**config.mk**
```make
export PLATFORM = sky130hd
export DESIGN_NAME = io_interrupt_bridge_flat
export DESIGN_NICKNAME = d
export VERILOG_FILES = /design/src/rtl/io_interrupt_bridge_pkg.sv /design/src/rtl/io_interrupt_bridge_if.sv /design/src/rtl/io_interrupt_bridge_sync_fifo.sv /design/src/rtl/io_interrupt_bridge.sv /design/src/flat_wrapper.sv
export SDC_FILE = /design/constraint.sdc
export NUM_CORES = 1
export LEC_CHECK = 0
export BUFFER_PORTS_ARGS = -buffer_cell sky130_fd_sc_hd__buf_2
export CORE_AREA = 2 2 153 95
export DETAILED_ROUTE_END_ITERATION = 8
export DIE_AREA = 0 0 155 97
export SETUP_SLACK_MARGIN = 0.15
export SYNTH_ARGS = -nofsm -noshare
export SYNTH_HDL_FRONTEND = slang
export SYNTH_SLANG_ARGS = --single-unit
export TNS_END_PERCENT = 20
```
**constraint.sdc**
```tcl
create_clock -name clk -period 3.4 [get_ports clk]
set_input_delay 0.17 -clock clk [delete_from_list [all_inputs] [get_ports clk]]
set_output_delay 0.17 -clock clk [all_outputs]
set_load 0.01 [all_outputs]
```
**src/rtl/io_interrupt_bridge_pkg.sv**
```systemverilog
// Shared types for the I/O interrupt bridge: interrupt FSM encoding and Status bit positions.
package io_interrupt_bridge_pkg;

    typedef enum logic [1:0] {
        ST_IDLE  = 2'd0,
        ST_PULSE = 2'd1,
        ST_WAIT  = 2'd2
    } int_state_e;

    localparam int STATUS_W       = 4;
    localparam int STAT_EMPTY     = 0;
    localparam int STAT_FULL      = 1;
    localparam int STAT_UNDERFLOW = 2;
    localparam int STAT_OVERFLOW  = 3;

endpackage

```
**src/rtl/io_interrupt_bridge_if.sv**
```systemverilog
// Signal bundle between the bridge (slave) and its environment: external source/sink plus processor.
interface io_interrupt_bridge_if
    import io_interrupt_bridge_pkg::*;
#(
    parameter int DATA_W = 16
);
    // Handshakes: a word moves on a rising clk edge where valid && ready are both 1;
    // valid is held with stable data until accepted, and ready may change freely.
    logic [DATA_W-1:0]   ext_in_data;
    logic                ext_in_valid;
    logic                ext_in_ready;
    logic                ext_irq;
    logic [DATA_W-1:0]   cpu_in;
    logic                cpu_in_rd;
    logic [DATA_W-1:0]   cpu_out;
    logic                cpu_out_wr;
    logic                cpu_int;
    logic                cpu_rti;
    logic [DATA_W-1:0]   ext_out_data;
    logic                ext_out_valid;
    logic                ext_out_ready;
    logic [STATUS_W-1:0] status;

    modport master (
        output ext_in_data, ext_in_valid, ext_irq, cpu_in_rd, cpu_out, cpu_out_wr, cpu_rti,
               ext_out_ready,
        input  ext_in_ready, cpu_in, cpu_int, ext_out_data, ext_out_valid, status
    );

    modport slave (
        input  ext_in_data, ext_in_valid, ext_irq, cpu_in_rd, cpu_out, cpu_out_wr, cpu_rti,
               ext_out_ready,
        output ext_in_ready, cpu_in, cpu_int, ext_out_data, ext_out_valid, status
    );
endinterface

```
**src/rtl/io_interrupt_bridge_sync_fifo.sv**
```systemverilog
// First-word fall-through FIFO; extra pointer MSB distinguishes full from empty.
module io_interrupt_bridge_sync_fifo #(
    parameter int DATA_W = 16,
    parameter int DEPTH  = 4
) (
    input  logic                     clk,
    input  logic                     rst,
    input  logic                     push,
    input  logic                     pop,
    input  logic [DATA_W-1:0]        wdata,
    output logic                     full,
    output logic                     empty,
    output logic [$clog2(DEPTH):0]   count,
    output logic [DATA_W-1:0]        head
);
    localparam int AW = $clog2(DEPTH);

    logic [DATA_W-1:0] mem [DEPTH];
    logic [AW:0]       wr_ptr;
    logic [AW:0]       rd_ptr;
    logic              push_en;
    logic              pop_en;

    assign empty   = (wr_ptr == rd_ptr);
    assign full    = (wr_ptr[AW] != rd_ptr[AW]) && (wr_ptr[AW-1:0] == rd_ptr[AW-1:0]);
    assign count   = wr_ptr - rd_ptr;
    assign push_en = push & ~full;
    assign pop_en  = pop & ~empty;
    assign head    = empty ? '0 : mem[rd_ptr[AW-1:0]];

    always_ff @(posedge clk) begin
        if (!rst) begin
            wr_ptr <= '0;
            rd_ptr <= '0;
        end else begin
            if (push_en) wr_ptr <= wr_ptr + 1'b1;
            if (pop_en)  rd_ptr <= rd_ptr + 1'b1;
        end
    end

    // Storage needs no reset: head is forced to zero while empty.
    always_ff @(posedge clk) begin
        if (push_en) mem[wr_ptr[AW-1:0]] <= wdata;
    end
endmodule

```
**src/rtl/io_interrupt_bridge.sv**
```systemverilog
// Bridge between external I/O and the processor: input FIFO, output register, interrupt generator.
module io_interrupt_bridge
    import io_interrupt_bridge_pkg::*;
#(
    parameter int DATA_W     = 16,
    parameter int FIFO_DEPTH = 4,
    parameter int INT_PULSE  = 2,
    parameter int INT_THRESH = 1
) (
    input  logic                          clk,
    input  logic                          rst,
    io_interrupt_bridge_if.slave          bus,
    output int_state_e                    dbg_state,
    output logic [$clog2(FIFO_DEPTH):0]   dbg_count
);
    localparam int AW = $clog2(FIFO_DEPTH);
    localparam int PW = (INT_PULSE > 1) ? $clog2(INT_PULSE) : 1;

    logic              full;
    logic              empty;
    logic [AW:0]       count;
    logic [DATA_W-1:0] head;
    logic              underflow;
    logic              overflow;
    logic              irq_q;
    logic              irq_rise;
    logic              thresh_q;
    logic              pend;
    logic [PW-1:0]     pulse_cnt;
    int_state_e        state;
    logic [STATUS_W-1:0] status_w;

    io_interrupt_bridge_sync_fifo #(.DATA_W(DATA_W), .DEPTH(FIFO_DEPTH)) u_fifo (
        .clk   (clk),
        .rst   (rst),
        .push  (bus.ext_in_valid),
        .pop   (bus.cpu_in_rd),
        .wdata (bus.ext_in_data),
        .full  (full),
        .empty (empty),
        .count (count),
        .head  (head)
    );

    assign bus.ext_in_ready = ~full;
    assign bus.cpu_in       = head;
    assign irq_rise         = bus.ext_irq & ~irq_q;
    assign dbg_state        = state;
    assign dbg_count        = count;

    always_comb begin
        status_w                 = '0;
        status_w[STAT_EMPTY]     = empty;
        status_w[STAT_FULL]      = full;
        status_w[STAT_UNDERFLOW] = underflow;
        status_w[STAT_OVERFLOW]  = overflow;
    end
    assign bus.status = status_w;

    // A new write while the sink is stalling replaces the pending word and flags the loss.
    always_ff @(posedge clk) begin
        if (!rst) begin
            bus.ext_out_data  <= '0;
            bus.ext_out_valid <= 1'b0;
            overflow          <= 1'b0;
            underflow         <= 1'b0;
        end else begin
            if (bus.cpu_in_rd && empty) underflow <= 1'b1;
            if (bus.cpu_out_wr) begin
                bus.ext_out_data  <= bus.cpu_out;
                bus.ext_out_valid <= 1'b1;
                if (bus.ext_out_valid && !bus.ext_out_ready) overflow <= 1'b1;
            end else if (bus.ext_out_valid && bus.ext_out_ready) begin
                bus.ext_out_valid <= 1'b0;
            end
        end
    end

    // Occupancy is registered once before the FSM sees it, giving push-to-Int latency of two edges.
    always_ff @(posedge clk) begin
        if (!rst) begin
            irq_q     <= 1'b0;
            thresh_q  <= 1'b0;
            state     <= ST_IDLE;
            bus.cpu_int <= 1'b0;
            pulse_cnt <= '0;
            pend      <= 1'b0;
        end else begin
            irq_q    <= bus.ext_irq;
            thresh_q <= (count >= (AW+1)'(INT_THRESH));
            case (state)
                ST_IDLE: begin
                    if (thresh_q || irq_rise || pend) begin
                        state       <= ST_PULSE;
                        bus.cpu_int <= 1'b1;
                        pulse_cnt   <= PW'(INT_PULSE - 1);
                        pend        <= 1'b0;
                    end
                end
                ST_PULSE: begin
                    if (irq_rise) pend <= 1'b1;
                    if (pulse_cnt == '0) begin
                        state       <= ST_WAIT;
                        bus.cpu_int <= 1'b0;
                    end else begin
                        pulse_cnt <= pulse_cnt - 1'b1;
                    end
                end
                ST_WAIT: begin
                    if (irq_rise) pend <= 1'b1;
                    if (bus.cpu_rti) state <= ST_IDLE;
                end
                default: begin
                    state       <= ST_IDLE;
                    bus.cpu_int <= 1'b0;
                end
            endcase
        end
    end
endmodule

```
**src/flat_wrapper.sv**
```systemverilog
// flat-port wrapper written by rule: the top's interface ports become plain ports
module io_interrupt_bridge_flat import io_interrupt_bridge_pkg::*;
#(
    parameter int DATA_W     = 16,
    parameter int FIFO_DEPTH = 4,
    parameter int INT_PULSE  = 2,
    parameter int INT_THRESH = 1
)
  (clk, rst, dbg_state, dbg_count, bus_ext_in_data, bus_ext_in_valid, bus_ext_irq, bus_cpu_in_rd, bus_cpu_out, bus_cpu_out_wr, bus_cpu_rti, bus_ext_out_ready, bus_ext_in_ready, bus_cpu_in, bus_cpu_int, bus_ext_out_data, bus_ext_out_valid, bus_status);
  io_interrupt_bridge_if #(.DATA_W(DATA_W)) bus_i ();
  input  logic clk;
  input  logic rst;
  output int_state_e dbg_state;
  output logic [$clog2(FIFO_DEPTH):0] dbg_count;
  input wire logic [$bits(bus_i.ext_in_data)-1:0] bus_ext_in_data;
  input wire logic [$bits(bus_i.ext_in_valid)-1:0] bus_ext_in_valid;
  input wire logic [$bits(bus_i.ext_irq)-1:0] bus_ext_irq;
  input wire logic [$bits(bus_i.cpu_in_rd)-1:0] bus_cpu_in_rd;
  input wire logic [$bits(bus_i.cpu_out)-1:0] bus_cpu_out;
  input wire logic [$bits(bus_i.cpu_out_wr)-1:0] bus_cpu_out_wr;
  input wire logic [$bits(bus_i.cpu_rti)-1:0] bus_cpu_rti;
  input wire logic [$bits(bus_i.ext_out_ready)-1:0] bus_ext_out_ready;
  output wire logic [$bits(bus_i.ext_in_ready)-1:0] bus_ext_in_ready;
  output wire logic [$bits(bus_i.cpu_in)-1:0] bus_cpu_in;
  output wire logic [$bits(bus_i.cpu_int)-1:0] bus_cpu_int;
  output wire logic [$bits(bus_i.ext_out_data)-1:0] bus_ext_out_data;
  output wire logic [$bits(bus_i.ext_out_valid)-1:0] bus_ext_out_valid;
  output wire logic [$bits(bus_i.status)-1:0] bus_status;
  assign bus_i.ext_in_data = bus_ext_in_data;
  assign bus_i.ext_in_valid = bus_ext_in_valid;
  assign bus_i.ext_irq = bus_ext_irq;
  assign bus_i.cpu_in_rd = bus_cpu_in_rd;
  assign bus_i.cpu_out = bus_cpu_out;
  assign bus_i.cpu_out_wr = bus_cpu_out_wr;
  assign bus_i.cpu_rti = bus_cpu_rti;
  assign bus_i.ext_out_ready = bus_ext_out_ready;
  assign bus_ext_in_ready = bus_i.ext_in_ready;
  assign bus_cpu_in = bus_i.cpu_in;
  assign bus_cpu_int = bus_i.cpu_int;
  assign bus_ext_out_data = bus_i.ext_out_data;
  assign bus_ext_out_valid = bus_i.ext_out_valid;
  assign bus_status = bus_i.status;
  io_interrupt_bridge #(.DATA_W(DATA_W), .FIFO_DEPTH(FIFO_DEPTH), .INT_PULSE(INT_PULSE), .INT_THRESH(INT_THRESH)) u_core (.clk(clk), .rst(rst), .bus(bus_i), .dbg_state(dbg_state), .dbg_count(dbg_count));
endmodule
```
Word-level counts from Yosys, hierarchy flattened:

Memory sizes are Yosys's and may differ from the RTL's. A register that Yosys moved wholly into a read port is not among the register bits.
Cells that the tools add are included.

* add/subtract/negate cells: 4
* magnitude comparators: 1
* equality and inequality tests: 9
* multiplexer cells: 19
* bitwise operators: 7
* reduce and logical (&&, ||, !) cells: 17

Operators by type and width (count)
* 16-bit two-way mux: 1
* 2-bit two-way mux: 5
* 1-bit two-way mux: 9
* 3-bit AND reduction: 3
* 3-bit by 1-bit adder with 3-bit output (second input constant): 2
* 2-bit one-hot mux with 3 select lines: 1
* 2-bit nonzero test: 3
* 1-bit logical AND: 4
* 2-bit by 1-bit != test with 1-bit output (second input constant): 2
* 2-bit != test (second input constant): 2
* 1-bit NOT: 4
* 1-bit one-hot mux with 2 select lines: 2
* 2-bit AND reduction: 2
* 1-bit AND: 3
* 3-bit equality test: 1
* 3-bit by 1-bit greater-or-equal comparator with 1-bit output (second input constant): 1
* 1-bit one-hot mux with 3 select lines: 1
* 3-bit subtractor: 1
* 2-bit by 1-bit equality test with 1-bit output (second input constant): 1
* 2-bit equality test: 1
* 2-bit equality test (second input constant): 1
* 2-bit logical NOT: 1
* 1-bit logical OR: 2
* 2-bit OR reduction: 1
* 3 further kinds: 3

* register bits after elaboration: 32
* RAM bits: 64
* input bits: 40
* output and inout bits: 44
* word-level logic and storage cells: 70
* memories kept: 1

Memories
* u_core.u_fifo.mem: depth 4, width 16, read ports 1, clocked after memory_dff 1, write ports 1, RTL line io_interrupt_bridge_sync_fifo.sv:18 `logic [DATA_W-1:0] mem [DEPTH];`

Longest topological paths before layout:

* depth after elaboration: 6
* gate-level depth with buffers: 6
* depth with buffers taken out: 6

By module:

A second synthesis with hierarchy kept.

* cells, all modules: 273
* area, all modules: 4135.2 um^2

Modules (own cells, without submodules)
* io_interrupt_bridge_sync_fifo: instances 1, cells each 168, area an instance 3009.1 um^2, seq. area each 2082.0 um^2
* io_interrupt_bridge: instances 1, cells each 105, area an instance 1126.1 um^2, seq. area each 520.5 um^2

Least setup slack after synthesis:

OpenSTA, ideal clock, no wires.

* path kind: register to register
* start: register u_core.u_fifo.wr_ptr[0]
* end: memory u_core.u_fifo.mem[3][0] (enable)
* setup time: 374 ps
* arrival: 1766 ps
* data required time: 3026 ps
* setup slack: 1261 ps
* cell stages (with the launch flop): 6
* path buffers: 0
* clock period less this slack: 2139 ps
* cell sequence: dfxtp_1 inv_1 ha_1 and2_1 a21boi_1 and2_1

* longest elaborated chain between the ends: 6

Ends and longest elaborated chain
* from (decl): RTL line io_interrupt_bridge_sync_fifo.sv:19 `logic [AW:0] wr_ptr;`
* from (signal assigned): RTL line io_interrupt_bridge_sync_fifo.sv:36 `if (push_en) wr_ptr <= wr_ptr + 1'b1;`
* 2-bit equality test: RTL line io_interrupt_bridge_sync_fifo.sv:25 `assign full = (wr_ptr[AW] != rd_ptr[AW]) && (wr_ptr[AW-1:0] == rd_ptr[AW-1:0]);`
* 1-bit logical AND: RTL line io_interrupt_bridge_sync_fifo.sv:25
* 1-bit NOT: RTL line io_interrupt_bridge_sync_fifo.sv:27 `assign push_en = push & ~full;`
* 1-bit AND: RTL line io_interrupt_bridge_sync_fifo.sv:27
* 1-bit two-way mux: RTL line io_interrupt_bridge_sync_fifo.sv:43 `if (push_en) mem[wr_ptr[AW-1:0]] <= wdata;`
* 1-bit two-way mux (implied by the code): RTL line io_interrupt_bridge_sync_fifo.sv:43
* to (decl): RTL line io_interrupt_bridge_sync_fifo.sv:18

Several ways; a longest one is shown, not always the timed one.

Worst setup path after layout:

* start: register u_core.u_fifo.wr_ptr[0]
* end: memory u_core.u_fifo.mem[2][10] (enable)

Same word-level chain as after synthesis.

==> results <==
- Across the VDD grid, the largest voltage drop is 0.000219 V.
- The clock transition at the registers of the reported paths is 0.06 ns.
- The number of instances in the synthesized netlist is 266.
- The post-layout total power is 3.23 mW.
- The clock drives 98 sinks.
- The synthesis-to-layout area growth is 21.1%.
- The horizontal extent of the die is 155 um.
- The die height is 97 um.
- The total count of hold-check failures in the final report was 0.
- After layout, the worst setup slack is 0.821 ns.
- The fmax is 388 MHz.
- The global placement routability congestion is 0.756.
- The maximum clock skew at final layout is 0.00331 ns.
- Summed over all cells, the static leakage comes to 1.97 nW.
- The post-synthesis sequential area ratio is 0.648.
- In the final routed layout, each cell accounts on average for 14.8 um.
- After the last flow step, the layout net total stands at 401.
- The synthesized area per cell is 15.1 um^2.
- The main flop type after synthesis is sky130_fd_sc_hd__edfxtp_1.
- The max capacitance violation total is 0.
- At the pin with the least slew margin, the transition time is 0.874 ns.
- The worst flop-to-flop path startpoint is u_core.u_fifo.wr_ptr[0].
- The biggest fanout along the worst timing path is 16.
- The maximum buffer depth of the clock tree is 2.
- The worst path required time is 3.36 ns.
- In the post-synthesis netlist, the biggest area contributors are sky130_fd_sc_hd__edfxtp_1, sky130_fd_sc_hd__dfxtp_1, sky130_fd_sc_hd__mux4_2, sky130_fd_sc_hd__mux2i_1, sky130_fd_sc_hd__ha_1.
- The final-report setup violation count is 0.
- Buffers added to address setup during post-CTS repair amount to 0.
- The cell depth of the worst min-delay path is 2.
- The depth of the worst register-to-register path is 5.
- The setup path with the least slack is of type reg2reg.
- The clock buffer count from CTS is 9.
- The largest net degree at the start of global routing is 23.
- The number of fillers in the final layout is 1286.
- For this run, global-route usage on met3 was measured as 0.0349.
- The run finished with clean final reports.
- The repair_antennas step left the layout with diodes totalling 0.
- The core occupancy in the finished layout is 0.360.
- The worst path in the final design needs a cycle of 2.58 ns, including I/O delays and setup.
- For this design the ratio of total power to cell area is 664 mW/mm^2.
- The met2 usage is 0.168.
- Port buffering added 83 buffers.
- The initial antenna violation count is 0.
- The endpoint class of the critical path is a flip-flop.
- The setup total negative slack is 0 ns.
- The worst pin sits at a relative slew slack of 0.418.
- The final layout contains routed wiring with a total length of 7820 um.
- The worst endpoint data arrival time is 2.54 ns.
- The global-route usage over all layers is 0.107.
- The estimated wirelength of the detail-placed design is 5390 um.
- The pre-antenna-repair detailed-routing pass consisted of 6 iterations.
- The count of pins over their slew limit is 0.
- The post-synthesis net count is 320.
- In the routed design, unresolved DRC markers number 0.
- In this run the critical register-to-register path is captured at u_core.u_fifo.mem[2][10].
- The H-tree generated during clock tree synthesis spans 3 levels.
- Across the whole layout, storage elements account for 0.00260 mm^2.
- met2 is the most crowded layer.
- The floorplan step defined a core boundary enclosing 0.0135 mm^2.
- In this run the most critical hold path is launched from bus_ext_irq.
- The share of the cycle needed by the critical path after routing is 0.758.
- In this run, synthesis produced a sequential element count of 98.
- The routed layout has 2306 vias.
- The kind of launch point of the worst setup path is a flip-flop.
- In this run, post-CTS repair resized a total of 0 instances.
- The initial standard-cell utilization of the core is 0.298.
- The post-detailed-route count of antenna-violating nets is 0.
- The number of placement rows is 33.
- Dividing the detail-routed via count by the number of cells gives 4.38.
- The worst hold path terminates at u_core.irq_q.
- At the placement stage, the worst setup path has a slack of 0.821 ns.
- The clock root buffer is sky130_fd_sc_hd__clkbuf_16.
- The share of post-route cells with drive strength above 1 is 0.338.
- After the first detailed-routing iteration, the DRC count stood at 136.
- For met1 alone, demand over resource in global routing was 0.137.
- Summing all multi-input logic gate instances after layout gives 0.00128 mm^2.
- The total grt overflow is 0.
- The clock reaches the later pin of the worst-skew pair after 0.33 ns.
- The number of enable flip-flop cells after synthesis is 64.
- The number of unique standard cell types used by synthesis is 34.
- The via count of the first global-routing pass is 2350.
- The synthesized netlist occupies a cell area of 0.00402 mm^2.
- The library cell used most frequently in the layout, excluding fill and tap cells, is sky130_fd_sc_hd__buf_2.
- The floorplan step defined a die boundary enclosing 0.0150 mm^2.
- The top cell types in the final layout, fill and taps aside, are sky130_fd_sc_hd__buf_2, sky130_fd_sc_hd__edfxtp_1, sky130_fd_sc_hd__dfxtp_1.
- Setup repair after global routing left no endpoint under its margin.
- The clock tree from TritonCTS is done.
- Setup slack on the worst reg-to-reg path comes out at 0.82 ns.
- sky130_fd_sc_hd__edfxtp_1 takes more of the synthesized area than any other cell.
- The wire length of the first global-routing pass is 12400 um.
- The min-delay analysis places its worst path in the category in2reg.
- In this run the count of I/O pins placed on the die edge is 84.
- In the synthesized netlist the async set-or-reset flop fraction comes to 0.
- The post-cts hold buffer count is 0.
- The count of synthesis-stage warnings from yosys is 0.
- The top cell type's share of synthesized area is 0.478.
## cells in the mapped netlist (all sizes together), types with 3 or more instances
master,count
mux4,16
nand2b,3
and2,7
nor2,22
dfxtp,34
inv,12
ha,13
nand2,13
nor2b,18
a21oi,5
clkbuf,3
buf,12
edfxtp,64
mux2i,23
## registers in the layout, summed over array words and instances, names as in the netlist, named ones only
signal	count
u_core.thresh_q	1
u_core.irq_q	1
u_core.pend	1
u_core.overflow	1
u_core.u_fifo.wr_ptr	3
u_core.dbg_state	2
u_core.u_fifo.rd_ptr	3
u_core.bus.ext_out_valid	1
u_core.pulse_cnt	1
u_core.underflow	1
u_core.bus.cpu_int	1
u_core.bus.ext_out_data	16
u_core.u_fifo.mem	64
## cell families (layout without fill, tap and decap cells)
group,after synthesis,count (layout),synth area share
and+or+nand+nor,66,66,0.0828
muxes,39,39,0.147
DFF,98,98,0.648
adders and majority gates,14,14,0.0455
xor gates and xnor gates,3,3,0.00841
buffers and inverters,27,113,0.0327
AOI/OAI and AO/OA,19,19,0.0358
## metrics by stage
step	std cells	hold slack, ns	area, um^2
6_report	527	0.0502	4870
2_1_floorplan	266	0.269	4020
4_1_cts	527	0.0338	4870
3_3_place_gp	511	0.389	4580
5_1_grt	527	0.0384	4870
3_5_place_dp	511	0.394	4580
## how the worst max path moves through the flow
| stage | depth (start not counted) | startpoint | endpoint |
|---|---|---|---|
| global placement | 5 | u_core.u_fifo.wr_ptr[0] | u_core.u_fifo.mem[1][8] |
| floorplan | 5 | u_core.u_fifo.wr_ptr[0] | u_core.u_fifo.mem[3][0] |
| CTS | 5 | u_core.u_fifo.wr_ptr[0] | u_core.u_fifo.mem[2][8] |
| finish | 5 | u_core.u_fifo.wr_ptr[0] | u_core.u_fifo.mem[2][10] |
| global route | 5 | u_core.u_fifo.wr_ptr[0] | u_core.u_fifo.mem[2][7] |
| detailed placement | 5 | u_core.u_fifo.wr_ptr[0] | u_core.u_fifo.mem[2][7] |
## power breakdown
group | switching [mW] | internal, mW | total [mW] | leakage [nW]
combinational | 0.440 | 0.375 | 0.815 | 0.959
sequential | 0.0650 | 1.38 | 1.44 | 0.868
clock | 0.409 | 0.565 | 0.974 | 0.144
## cell type report
| type | instances | share of cell area |
|---|---|---|
| Clock buffer | 10 | 0.0470 |
| Clock inverter | 6 | 0.0118 |
| Inverter | 12 | 0.00925 |
| Multi-Input combinational cell | 141 | 0.264 |
| Sequential cell | 98 | 0.535 |
| Tap cell | 175 | 0.0450 |
| Timing Repair Buffer | 85 | 0.0884 |
## metal layers
metal  vias up  wire (um)
met3        10        408
met1      1123       3760
met5         -          0
li1       1125          -
met4         0        122
met2        48       3530
## critical path: stages (launching register included)
cell                       delay, ns
sky130_fd_sc_hd__dfxtp_1        0.38
sky130_fd_sc_hd__inv_1          0.11
sky130_fd_sc_hd__ha_1           0.34
sky130_fd_sc_hd__and2_1         0.21
sky130_fd_sc_hd__a21boi_1       0.38
sky130_fd_sc_hd__and2_1         0.77
No activity file was read; power rests on OpenSTA's default activity.
